**config.mk**
```make
export PLATFORM = sky130hd
export DESIGN_NAME = cdb_age_broadcast
export DESIGN_NICKNAME = d
export VERILOG_FILES = /design/src/rtl/cdb_pkg.sv /design/src/rtl/cdb_age_select.sv /design/src/rtl/cdb_age_broadcast.sv
export SDC_FILE = /design/constraint.sdc
export NUM_CORES = 1
export LEC_CHECK = 0
export BUFFER_PORTS_ARGS = -buffer_cell sky130_fd_sc_hd__buf_2
export CELL_PAD_IN_SITES_DETAIL_PLACEMENT = 1
export CELL_PAD_IN_SITES_GLOBAL_PLACEMENT = 2
export CORE_MARGIN = 2
export CORE_UTILIZATION = 28
export CTS_BUF_LIST = sky130_fd_sc_hd__clkbuf_2
export CTS_CLUSTER_SIZE = 28
export DETAILED_ROUTE_END_ITERATION = 7
export GPL_ROUTABILITY_DRIVEN = 0
export MAX_ROUTING_LAYER = met4
export PLACE_DENSITY = 0.79
export SLEW_MARGIN = 10
export SYNTH_ARGS = -nofsm -noshare
export SYNTH_HDL_FRONTEND = slang
export SYNTH_SLANG_ARGS = --single-unit
```
**constraint.sdc**
```tcl
create_clock -name clock -period 10.2 [get_ports clock]
set_clock_uncertainty 0.2 [all_clocks]
set_input_delay 0.51 -clock clock [delete_from_list [all_inputs] [get_ports clock]]
set_output_delay 0.51 -clock clock [all_outputs]
set_load 0.03 [all_outputs]
```
**src/rtl/cdb_pkg.sv**
```systemverilog
`default_nettype none
// +--------------------------------------------------------------------------+
// | Package : cdb_pkg                                                        |
// | Purpose : Shared defaults, entry structs and helpers for the aged        |
// |           common-data-bus arbiter/broadcaster.                           |
// | Contents: default widths, CDB_ENTRY, CDB_EARLY_TAG_ENTRY, AGE_MAX().     |
// | Revision: 1.0 - initial release                                          |
// +--------------------------------------------------------------------------+
package cdb_pkg;

  localparam int CDB_N_PORTS = 2;
  localparam int CDB_NUM_CH  = 6;
  localparam int CDB_AGE_W   = 3;
  localparam int CDB_TAG_W   = 6;
  localparam int CDB_DATA_W  = 32;

  // One registered broadcast slot.
  typedef struct packed {
    logic                  valid;
    logic [CDB_TAG_W-1:0]  tag;
    logic [CDB_DATA_W-1:0] data;
  } CDB_ENTRY;

  // One combinational wakeup slot.
  typedef struct packed {
    logic                 valid;
    logic [CDB_TAG_W-1:0] tag;
  } CDB_EARLY_TAG_ENTRY;

  // Starvation threshold for an age counter of the given width.
  function automatic int AGE_MAX(input int age_w);
    return (1 << age_w) - 1;
  endfunction

endpackage
`default_nettype wire

```
**src/rtl/cdb_age_select.sv**
```systemverilog
`default_nettype none
// +--------------------------------------------------------------------------+
// | Module  : cdb_age_select                                                 |
// | Purpose : Combinational two-class N-of-M selector. Urgent requesters are |
// |           taken first in ascending index, then the remaining requesters  |
// |           in ascending index, up to N_PORTS picks. Pick k -> port k.     |
// | Ports   : req      in  [NUM_CH]          requesting channels             |
// |           urgent   in  [NUM_CH]          channels at starvation limit    |
// |           grant    out [NUM_CH]          selected channels               |
// |           port_map out [N_PORTS][NUM_CH] one-hot channel per port        |
// | Revision: 1.0 - initial release                                          |
// +--------------------------------------------------------------------------+
module cdb_age_select
  import cdb_pkg::*;
#(
  parameter int N_PORTS = CDB_N_PORTS,
  parameter int NUM_CH  = CDB_NUM_CH
) (
  input  logic [NUM_CH-1:0]               req,
  input  logic [NUM_CH-1:0]               urgent,
  output logic [NUM_CH-1:0]               grant,
  output logic [N_PORTS-1:0][NUM_CH-1:0]  port_map
);

  logic [NUM_CH-1:0] w_cls;
  int                w_picks;

  always_comb begin
    grant    = '0;
    port_map = '0;
    w_cls    = '0;
    w_picks  = 0;
    // Pass 0 walks the urgent class, pass 1 the ordinary requesters.
    for (int pass = 0; pass < 2; pass++) begin
      w_cls = (pass == 0) ? (req & urgent) : (req & ~urgent);
      for (int i = 0; i < NUM_CH; i++) begin
        if (w_cls[i] && (w_picks < N_PORTS)) begin
          grant[i] = 1'b1;
          for (int k = 0; k < N_PORTS; k++) begin
            if (w_picks == k) port_map[k][i] = 1'b1;
          end
          w_picks = w_picks + 1;
        end
      end
    end
  end

endmodule
`default_nettype wire

```
**src/rtl/cdb_age_broadcast.sv**
```systemverilog
`default_nettype none
// +--------------------------------------------------------------------------+
// | Module  : cdb_age_broadcast                                              |
// | Purpose : Aged N-port common data bus. Requests at t are granted at t+1, |
// |           the granted FU data is muxed at t+1 (early tags) and broadcast |
// |           registered at t+2. Starving channels become urgent.            |
// | Ports   : clock, reset_n (async active-low), flush (sync squash)         |
// |           req/grant            [NUM_CH]   request / registered grant     |
// |           ch_valid/tag/data    [NUM_CH]   FU result in grant cycle       |
// |           early_valid/tag      [N_PORTS]  combinational wakeup           |
// |           cdb_valid/tag/data   [N_PORTS]  registered broadcast           |
// | Revision: 1.0 - initial release                                          |
// +--------------------------------------------------------------------------+
module cdb_age_broadcast
  import cdb_pkg::*;
#(
  parameter int N_PORTS = CDB_N_PORTS,
  parameter int NUM_CH  = CDB_NUM_CH,
  parameter int AGE_W   = CDB_AGE_W,
  parameter int TAG_W   = CDB_TAG_W,
  parameter int DATA_W  = CDB_DATA_W
) (
  input  logic                             clock,
  input  logic                             reset_n,
  input  logic                             flush,
  input  logic [NUM_CH-1:0]                req,
  output logic [NUM_CH-1:0]                grant,
  input  logic [NUM_CH-1:0]                ch_valid,
  input  logic [NUM_CH-1:0][TAG_W-1:0]     ch_tag,
  input  logic [NUM_CH-1:0][DATA_W-1:0]    ch_data,
  output logic [N_PORTS-1:0]               early_valid,
  output logic [N_PORTS-1:0][TAG_W-1:0]    early_tag,
  output logic [N_PORTS-1:0]               cdb_valid,
  output logic [N_PORTS-1:0][TAG_W-1:0]    cdb_tag,
  output logic [N_PORTS-1:0][DATA_W-1:0]   cdb_data
);

  localparam logic [AGE_W-1:0] C_AGE_MAX = AGE_W'(AGE_MAX(AGE_W));

  logic [NUM_CH-1:0][AGE_W-1:0]   r_age;
  logic [NUM_CH-1:0]              r_grant;
  logic [N_PORTS-1:0][NUM_CH-1:0] r_map;

  logic [NUM_CH-1:0]              w_req_eff;
  logic [NUM_CH-1:0]              w_urgent;
  logic [NUM_CH-1:0]              w_sel;
  logic [N_PORTS-1:0][NUM_CH-1:0] w_map;

  logic [N_PORTS-1:0]             w_mux_valid;
  logic [N_PORTS-1:0][TAG_W-1:0]  w_mux_tag;
  logic [N_PORTS-1:0][DATA_W-1:0] w_mux_data;

  // A flush cycle behaves as if nobody requested: no grants next cycle and
  // every age counter falls back to zero through the "req low" path.
  assign w_req_eff = flush ? '0 : req;

  always_comb begin
    w_urgent = '0;
    for (int i = 0; i < NUM_CH; i++) begin
      w_urgent[i] = w_req_eff[i] && (r_age[i] == C_AGE_MAX);
    end
  end

  cdb_age_select #(
    .N_PORTS (N_PORTS),
    .NUM_CH  (NUM_CH)
  ) u_select (
    .req      (w_req_eff),
    .urgent   (w_urgent),
    .grant    (w_sel),
    .port_map (w_map)
  );

  always_ff @(posedge clock or negedge reset_n) begin
    if (!reset_n) begin
      r_age   <= '0;
      r_grant <= '0;
      r_map   <= '0;
    end else begin
      for (int i = 0; i < NUM_CH; i++) begin
        if (w_req_eff[i] && !w_sel[i]) begin
          r_age[i] <= (r_age[i] == C_AGE_MAX) ? r_age[i] : r_age[i] + 1'b1;
        end else begin
          r_age[i] <= '0;
        end
      end
      r_grant <= w_sel;
      r_map   <= w_map;
    end
  end

  // Port mux: the map is one-hot per port, so OR-reduction selects the
  // owner. Gating by ch_valid turns an invalid owner into an all-zero bubble.
  always_comb begin
    w_mux_valid = '0;
    w_mux_tag   = '0;
    w_mux_data  = '0;
    for (int k = 0; k < N_PORTS; k++) begin
      for (int i = 0; i < NUM_CH; i++) begin
        if (r_map[k][i] && ch_valid[i]) begin
          w_mux_valid[k] = 1'b1;
          w_mux_tag[k]   = w_mux_tag[k] | ch_tag[i];
          w_mux_data[k]  = w_mux_data[k] | ch_data[i];
        end
      end
    end
  end

  assign grant       = r_grant;
  assign early_valid = w_mux_valid & {N_PORTS{~flush}};
  assign early_tag   = w_mux_tag;

  always_ff @(posedge clock or negedge reset_n) begin
    if (!reset_n) begin
      cdb_valid <= '0;
      cdb_tag   <= '0;
      cdb_data  <= '0;
    end else if (flush) begin
      cdb_valid <= '0;
      cdb_tag   <= '0;
      cdb_data  <= '0;
    end else begin
      cdb_valid <= w_mux_valid;
      cdb_tag   <= w_mux_tag;
      cdb_data  <= w_mux_data;
    end
  end

endmodule
`default_nettype wire

```
**Word-level counts from Yosys, hierarchy flattened**

Index checks and enable logic that the tools add are counted.
Widths: inputs -> output; s select.

- Bits in writable memories: 0
- Memory bits (read-only): 0
- Word-level logic and storage cells: 260
- Output and inout bits: 98
- Latch bits: 0
- Bits in registers: 114
- Memories kept: 0
- Input bits: 243

- Shift-type cells: 0
- Add/sub/neg operators: 16
- Mux-type cells: 119
- Bitwise operators: 25
- Divide/modulo/power cells: 0
- Reduce and logical (&&, ||, !) cells: 52
- Multipliers: 0
- Order comparisons: 11
- Equal/unequal tests: 23

Operator list:

| operator | number |
|---|---|
| $mux 32 | 22 |
| $logic_not 32->1 | 11 |
| $eq 32x2->1 const B | 10 |
| $lt 32x3->1 const B | 10 |
| $or 32x32->32 | 10 |
| $add 32x2->32 const B | 9 |
| $mux 6 | 13 |
| $mux 1 | 69 |
| $mux 64 | 1 |
| $or 6x6->6 | 10 |
| $mux 3 | 12 |
| $logic_and 1x1->1 | 35 |
| $add 3x1->3 const B | 6 |
| $eq 3x3->1 const B | 6 |
| $and 6x6->6 | 2 |
| $mux 12 | 1 |
| $ne 2x2->1 const B | 6 |
| $logic_not 1->1 | 6 |
| $not 6->6 | 1 |
| $add 1x1->2 const B | 1 |
| $and 2x2->2 | 1 |
| $lt 1x2->1 const B | 1 |
| $mux 2 | 1 |
| $eq 1x1->1 const B | 1 |
| $not 1->1 | 1 |

**Longest topological paths before layout**

Gate-level depths: netlist of the first run.

- Word-level depth: 40
- Depth in mapped cells: 40

**Cells and area by module**

From an unflattened synthesis of the first run, not the netlist that was laid out.

- Cell total of the unflattened synthesis: 742
- Area, all modules: 7,424.6 µm²

By module, submodules not included:

| module | cells an instance | times used | area an instance (µm²) | sequential area each (µm²) |
|---|---|---|---|---|
| cdb_age_broadcast | 577 | 1 | 6,193.4 | 2,852.7 |
| cdb_age_select | 165 | 1 | 1,231.2 | 0.0 |

**Worst setup path before layout of the first run**

OpenSTA, ideal clock, no wires.

- Path kind: register to register
- From: register r_age[0] (netlist name)
- To: register r_grant[5] (netlist: grant[5])
- Required time: 9.876 ns
- Path buffers: 1
- Data arrival time: 8.085 ns
- Path slack: 1.791 ns
- Stages on the path, launching flop included: 38
- Period minus slack after synthesis: 8.409 ns
- Cell sequence: dfrtp_1 -> ha_1 -> ha_1 -> nand3_1 -> inv_1 -> ha_1 -> nand4bb_4 -> inv_2 -> fa_1 -> ha_1 -> nand2_4 -> o2bb2ai_2 -> or2_2 -> o21a_1 -> ha_1 -> o32ai_1 -> nand2b_2 -> or2_2 -> (+2 left out) -> xnor2_1 -> ha_1 -> o32ai_2 -> a21oi_1 -> ha_1 -> inv_1 -> a31o_2 -> a21oi_2 -> ha_1 -> a2111oi_0 -> nor2_1 -> ha_1 -> and2_1 -> o211a_1 -> a311o_1 -> nor3_2 -> a21oi_2 -> or2_1

- Cells in the longest elaborated chain, start to end: 37

Ends and longest elaborated chain:

| item | line | source |
|---|---|---|
| start, declared | cdb_age_broadcast.sv:40 | `logic [NUM_CH-1:0][AGE_W-1:0] r_age;` |
| start signal, assigned by index | cdb_age_broadcast.sv:82 | `r_age[i] <= (r_age[i] == C_AGE_MAX) ? r_age[i] : r_age[i] + 1'b1;` |
| $eq 3x3->1 * | cdb_age_broadcast.sv:60 | `w_urgent[i] = w_req_eff[i] && (r_age[i] == C_AGE_MAX);` |
| $logic_and 1x1->1 * | cdb_age_broadcast.sv:60 |  |
| $and 6x6->6 | -- |  |
| $mux 1 | cdb_age_select.sv:37 | `if (w_cls[i] && (w_picks < N_PORTS)) begin` |
| $lt 1x2->1 | cdb_age_select.sv:37 |  |
| $logic_and 1x1->1 | cdb_age_select.sv:37 |  |
| $mux 32 | cdb_age_select.sv:37 |  |
| $lt 32x3->1 | cdb_age_select.sv:37 |  |
| (+22 left out) | -- |  |
| $mux 32 | cdb_age_select.sv:37 |  |
| $lt 32x3->1 | cdb_age_select.sv:37 |  |
| $logic_and 1x1->1 | cdb_age_select.sv:37 |  |
| $mux 32 | cdb_age_select.sv:37 |  |
| $lt 32x3->1 | cdb_age_select.sv:37 |  |
| $logic_and 1x1->1 | cdb_age_select.sv:37 |  |
| $mux 1 * | cdb_age_select.sv:37 |  |
| named net u_select.grant[5] | cdb_age_select.sv:21 | `output logic [NUM_CH-1:0] grant,` |
| end signal, assigned | cdb_age_broadcast.sv:87 | `r_grant <= w_sel;` |
| end, declared | cdb_age_broadcast.sv:41 | `logic [NUM_CH-1:0] r_grant;` |

Mark *: on every way through the listed nets, which the timed path passes. The rest lies on a longest branch.
A chain may end at the register's enable or synchronous reset.

**Final worst setup path of the first run**

- From: register r_age[0] (netlist name)
- To: register r_age[15] (netlist name)

- Cells in the longest elaborated chain, start to end: 40

Ends and longest elaborated chain:

| item | line | source |
|---|---|---|
| $eq 3x3->1 * | cdb_age_broadcast.sv:60 |  |
| $logic_and 1x1->1 * | cdb_age_broadcast.sv:60 |  |
| $and 6x6->6 | -- |  |
| $mux 1 | cdb_age_select.sv:37 |  |
| $lt 1x2->1 | cdb_age_select.sv:37 |  |
| $logic_and 1x1->1 | cdb_age_select.sv:37 |  |
| $mux 32 | cdb_age_select.sv:37 |  |
| $lt 32x3->1 | cdb_age_select.sv:37 |  |
| (+24 left out) | -- |  |
| $logic_and 1x1->1 | cdb_age_select.sv:37 |  |
| $mux 32 | cdb_age_select.sv:37 |  |
| $lt 32x3->1 | cdb_age_select.sv:37 |  |
| $logic_and 1x1->1 | cdb_age_select.sv:37 |  |
| $mux 1 * | cdb_age_select.sv:37 |  |
| $logic_not 1->1 * | cdb_age_broadcast.sv:81 | `if (w_req_eff[i] && !w_sel[i]) begin` |
| $logic_and 1x1->1 * | cdb_age_broadcast.sv:81 |  |
| $ne 2x2->1 (no source line) or $mux 3 (tied branches) | -- |  |

Mark *: on every way between the ends. The rest lies on a longest branch, timed or not.

==> results.cfg, run 1 <==
[synthesis]
synth_cell_types = 73
async_reset_ff_share_pct = 100
synth_edf_count = 0
ys_ff_latch = 114
synth_common_cells = 229 x a22oi_1, 114 x dfrtp_1, 64 x a31oi_1
ys.warnings.count = 0
synthTopCellsByArea = dfrtp_1 39%, a22oi_1 23%, ha_1 6.4%, a31oi_1 5.4%, and2_1 2.5%
synth_area_mm2 = 0.00739
avgSynthCellArea_um2 = 9.85
synthFlopType = dfrtp_1
yosysMostFrequentCell = a22oi_1
netlist_instances = 750
synth-seq-area-share_pct = 38.6
synth_top_cell_by_area = dfrtp_1
synth_top_area_share_pct = 38.6
syn_nets = 1032

[cts]
htree_levels = 4
cts_root_buf = clkbuf_2
worstSkewPairLatency_ns = 0.66
tritoncts = done
clk_pin_slew_ns = 0.22
cts.sinks = 114
clockBufferDepth = 2
cts-buffers-inserted = 17

[timing]
timing.final.ws_setup_ns = 0.879
fmax_mhz = 107
finalHoldViolations = 0
post-route-period-util_pct = 91.4
setup_violations = 0
rsz0062_at_grt = false
tightest_slew_ns = 0.982
finalSetupTns_ns = 0
slew_headroom_pct = 34.6
layout_min_cycle_time_ns = 9.32
slew_viol_final = 0

[global_route]
grt_overflow = 0
grt_antenna_before_repair = 12
grt_max_degree = 70
grt_pass1_wl_um = 59100
grt_usage_pct = 28.2
grt_pass1_vias = 10100

[cells_and_area]
multi_input_area_mm2 = 0.00420
syn_to_final_growth_pct = 59.2
fin_cells = 1629
drive_above_1_share_pct = 33.3
final_nets = 1553
nFillCells = 3089
regArea_mm2 = 0.00285

[routing]
ant_nets = 0
vias_per_cell = 5.63
finalWirelength_um = 39100
firstDrtPassIters = 6
drc = 0
routed-via-count = 9167
drt_iter0_markers = 866
wl_per_cell_um = 24.0

[floorplanning]
core_area_mm2 = 0.0260
rows = 59
die_area_mm2 = 0.0277
start_util_pct = 28.4
die_w_um = 166
die_h_um = 166
ios = 341

[worst_setup_path]
crit_fanout = 8
required_ns = 10.58
critPathLaunchType = flip-flop
critical_path_class = flip-flop to flip-flop
path_common_cell = ha_1
crit_arrival_ns = 9.70
cp_slowest_cell = and4bb_1
slowest_delay_ns = 0.55
crit_path_end_kind = flip-flop

[min_path]
hold_class = primary input to flip-flop

[pwr]
vdd_drop_max_uv = 55.5
power_leakage_uw = 0.00552
powerDensity_mw_per_mm2 = 98.9

[job]
cap_violations = 0

[outcome]
status = finished, final reports clean

[place]
portBuffers = 340
dp.cells = 1377
dp_worst_setup_slack_ns = 0.534
hpwl_um = 25000
[power breakdown]
group / switching [µW] / internal [µW] / leakage (µW)
combinational: 189 / 143 / 0.00382
sequential: 6.67 / 473 / 0.00155
clock: 197 / 154 / 0.000146
[metal layers]
layer,share of wire [%],track usage (%),vias up,wire (µm)
met5,0,-,-,0
met4,3.6,12.3,0,1400
met3,6.9,5.42,89,2680
met2,50,47.8,464,19600
met1,39,32.7,4588,15400
li1,-,-,4026,-
[layout make-up]
type                    count  area share [%]
multi-input cells         550            35.7
clock buffers              17           0.723
inverters                  22           0.702
clock inverters            13            1.44
repair buffers            566            33.4
flip-flops and latches    114            24.3
well taps                 335            3.56
diodes                     12           0.255
[logic make-up (layout without fill, tap and decap cells)]
kind of cell / after synthesis / in the layout / share of synthesized area, %
multiplexers: 6 / 6 / 0.813
flip-flops: 114 / 114 / 38.6
AO/OA/AOI/OAI: 341 / 341 / 34.2
XOR/XNOR: 9 / 9 / 1.25
other: 0 / 12 / 0
buffers and inverters: 86 / 618 / 4.73
AND/OR/NAND/NOR: 155 / 155 / 13.6
adder cells (fa/ha/maj): 39 / 39 / 6.71
[timing repair]
action | 4_1_cts | 5_1_grt
endpoints found under the setup margin | 0 | 2
hold buffers | 206 | 3
setup buffers | 0 | 1
resized for setup | 0 | 0
endpoints found under the hold margin | 131 | 2
[worst paths after layout]
path	start	to	slack (ns)	cells past startpoint
setup / recovery	r_age[0]$_DFFE_PN0P_	r_age[15]$_DFFE_PN0P_	0.88	36
hold / removal	ch_tag[24]	cdb_tag[0]$_DFF_PN0_	0.11	4
setup reg to reg	r_age[0]$_DFFE_PN0P_	r_age[15]$_DFFE_PN0P_	0.88	36
hold reg to reg	r_age[0]$_DFFE_PN0P_	r_age[0]$_DFFE_PN0P_	0.25	1
max in group asynchronous	reset_n	cdb_data[54]$_DFF_PN0_	8.14	3
min in group asynchronous	reset_n	cdb_tag[7]$_DFF_PN0_	0.17	2
[worst max-delay path, delay by kind of cell (launching register included)]
| kind | cells | cell delay [ns] |
|---|---|---|
| buffers and inverters | 5 | 0.51 |
| xor gates and xnor gates | 1 | 0.40 |
| DFF | 1 | 0.39 |
| and+or+nand+nor | 13 | 3.26 |
| AOI/OAI and AO/OA | 8 | 1.87 |
| adders and majority gates | 9 | 2.65 |
[layout by cell type, fill, tap and decap left out, drive strengths merged, types with 7 or more instances in the layout]
cell type / instances
nor2: 20
ha: 38
dlygate4sd3: 209
nand2: 20
nor3: 10
a21oi: 12
clkbuf: 17
buf: 357
dfrtp: 114
nor4: 9
diode: 12
and2: 30
a22oi: 230
nand3: 20
nand2b: 8
a31oi: 64
clkinv: 7
inv: 22
[per-stage QoR]
stage	area, µm²	total power, µW	util, %	hold slack, ns
floorplan	7390	621	-	0.0144
finish	11800	1160	45.3	0.109
CTS	11700	1160	45.0	0.00202
global route	11800	1210	45.3	0.00220
detailed placement	9380	754	36.1	0.226
global placement	9380	751	36.1	0.216
[flip-flops by register name, indices dropped and copies added (netlist names)]
register and flops:
r_map 12, cdb_valid 2, cdb_tag 12, r_age 18
grant 6, cdb_data 64
(Power assumes the default switching activity.)
==> run 2, diff against run 1 <==
==> constraint.sdc (replaced) <==
create_clock -name clock -period 10.2 [get_ports clock]
set_clock_uncertainty 0.2 [all_clocks]
set_input_delay 1.02 -clock clock [delete_from_list [all_inputs] [get_ports clock]]
set_output_delay 1.02 -clock clock [all_outputs]
set_load 0.03 [all_outputs]
==> run 2 against run 1 <==
  * Die area stayed put
  * Wire length decreased by 8.3%
  * Largest cell class unchanged
  * Clock power rose by 2%
  * Maximum frequency down 0.72%
  * Critical path depth shrank 1
  * Flip-flop and latch count did not move
==> results.cfg, run 2 (synthesis results as in run 1) <==
[cells_and_area]
largest_register_ffs = 64
multi_input_area_mm2 = 0.00420
final_nets = 1343
regArea_mm2 = 0.00285
finalInstanceArea_mm2 = 0.00966
drive_above_1_share_pct = 39.9
top_register = cdb_data
final_cell_mix = 339 x buf_2, 229 x a22oi_1, 114 x dfrtp_1, 64 x a31oi_1, 38 x ha_1
syn_to_final_growth_pct = 30.8
final_common_cell = buf_2
top_regs = cdb_data x64, r_age x18
nFillCells = 3100

[routing]
routed-via-count = 8154
drc = 0
drt_iter0_markers = 773
vias_per_cell = 5.75
ant_nets = 0
firstDrtPassIters = 5
finalWirelength_um = 35800
wl_per_cell_um = 25.3

[timing]
setup_violations = 0
slew_viol_final = 0
timing.final.ws_setup_ns = 0.811
rsz0062_at_grt = false
post-route-period-util_pct = 92.0
slew_headroom_pct = 31.5
finalHoldViolations = 0
fmax_mhz = 107
tightest_slew_ns = 1.03
finalSetupTns_ns = 0
layout_min_cycle_time_ns = 9.39

[job]
cap_violations = 0

[pwr]
vdd_drop_max_uv = 63.2
power_leakage_uw = 0.00462
powerDensity_mw_per_mm2 = 114

[cts]
cts_setup_buffers = 0
cts_hold_buf = 0
clockBufferDepth = 2
htree_levels = 4
cts_root_buf = clkbuf_2
tritoncts = done
worstSkewPairLatency_ns = 0.69
clk_pin_slew_ns = 0.22
cts.sinks = 114
cts-buffers-inserted = 17
post_cts_resized = 0

[global_route]
grt_max_degree = 82
grt_overflow = 0
grt_pass1_wl_um = 54300
grt_pass1_vias = 8775
grt_antenna_before_repair = 10
grt_usage_pct = 26.2

[worst_setup_path]
required_ns = 10.57
cp_slowest_cell = fa_1
critical_path_class = flip-flop to flip-flop
slowest_delay_ns = 0.52
crit_arrival_ns = 9.76
crit_family = simple AND/OR/NAND/NOR gates
crit_fanout = 10
path_common_cell = ha_1
cp.buffers_inverters = 4
critPathLaunchType = flip-flop
crit_path_end_kind = flip-flop

[floorplanning]
ios = 341
die_h_um = 166
core_area_mm2 = 0.0260
die_w_um = 166
rows = 59
start_util_pct = 28.4
die_area_mm2 = 0.0277

[place]
place_area_mm2 = 0.00938
hpwl_um = 25100
portBuffers = 340
dp_worst_setup_slack_ns = 0.404

[outcome]
status = finished, final reports clean

[min_path]
hold_class = primary input to async pin
==> run 2: layout make-up <==
class,instances,area share (%)
multi-input cells,550,43.5
flip-flops and latches,114,29.5
repair buffers,356,18.9
well taps,335,4.34
clock inverters,12,1.71
clock buffers,19,0.984
inverters,22,0.855
diodes,10,0.259
==> run 2: power breakdown <==
part | switching, µW | internal, µW
combinational | 174 | 94.1
clock | 199 | 159
sequential | 6.38 | 473
total | 379 | 726
==> run 2: metal layers <==
metal	part of all wire (%)	global-route usage [%]	vias up
li1	-	-	3611
met1	40	31.3	4103
met2	52	44.8	392
met3	6.1	4.52	48
met4	2.0	8.92	0
met5	0	-	-
==> run 2: worst reg2reg max path: cells and delay by family (launching register included) <==
family	cells	cell delay [ns]
DFF	1	0.42
AOI/OAI and AO/OA	9	1.84
and+or+nand+nor	11	2.92
buffers and inverters	4	0.44
adders and majority gates	9	2.84
xor gates and xnor gates	2	0.62
==> run 2: path summary, 6_finish.rpt <==
kind	slack, ns	depth (start not counted)	to	from
setup / recovery	0.81	35	grant[5]$_DFF_PN0_	r_age[0]$_DFFE_PN0P_
hold / removal	0.15	1	cdb_tag[8]$_DFF_PN0_	reset_n
setup reg to reg	0.81	35	grant[5]$_DFF_PN0_	r_age[0]$_DFFE_PN0P_
hold reg to reg	0.24	1	r_age[0]$_DFFE_PN0P_	r_age[0]$_DFFE_PN0P_
max in group asynchronous	8.18	2	r_map[9]$_DFF_PN0_	reset_n
min in group clock	0.24	1	r_age[0]$_DFFE_PN0P_	r_age[0]$_DFFE_PN0P_
==> run 2: metrics by stage <==
step / util (%) / cells / power [µW] / hold slack, ns
6_report: 37.2 / 1418 / 1110 / 0.145
5_1_grt: 37.2 / 1418 / 1160 / 0.0600
4_1_cts: 37.1 / 1408 / 1120 / 0.0792
3_5_place_dp: 36.1 / 1377 / 754 / 0.222
3_3_place_gp: 36.1 / 1377 / 751 / 0.219
2_1_floorplan: - / 750 / 621 / 0.206
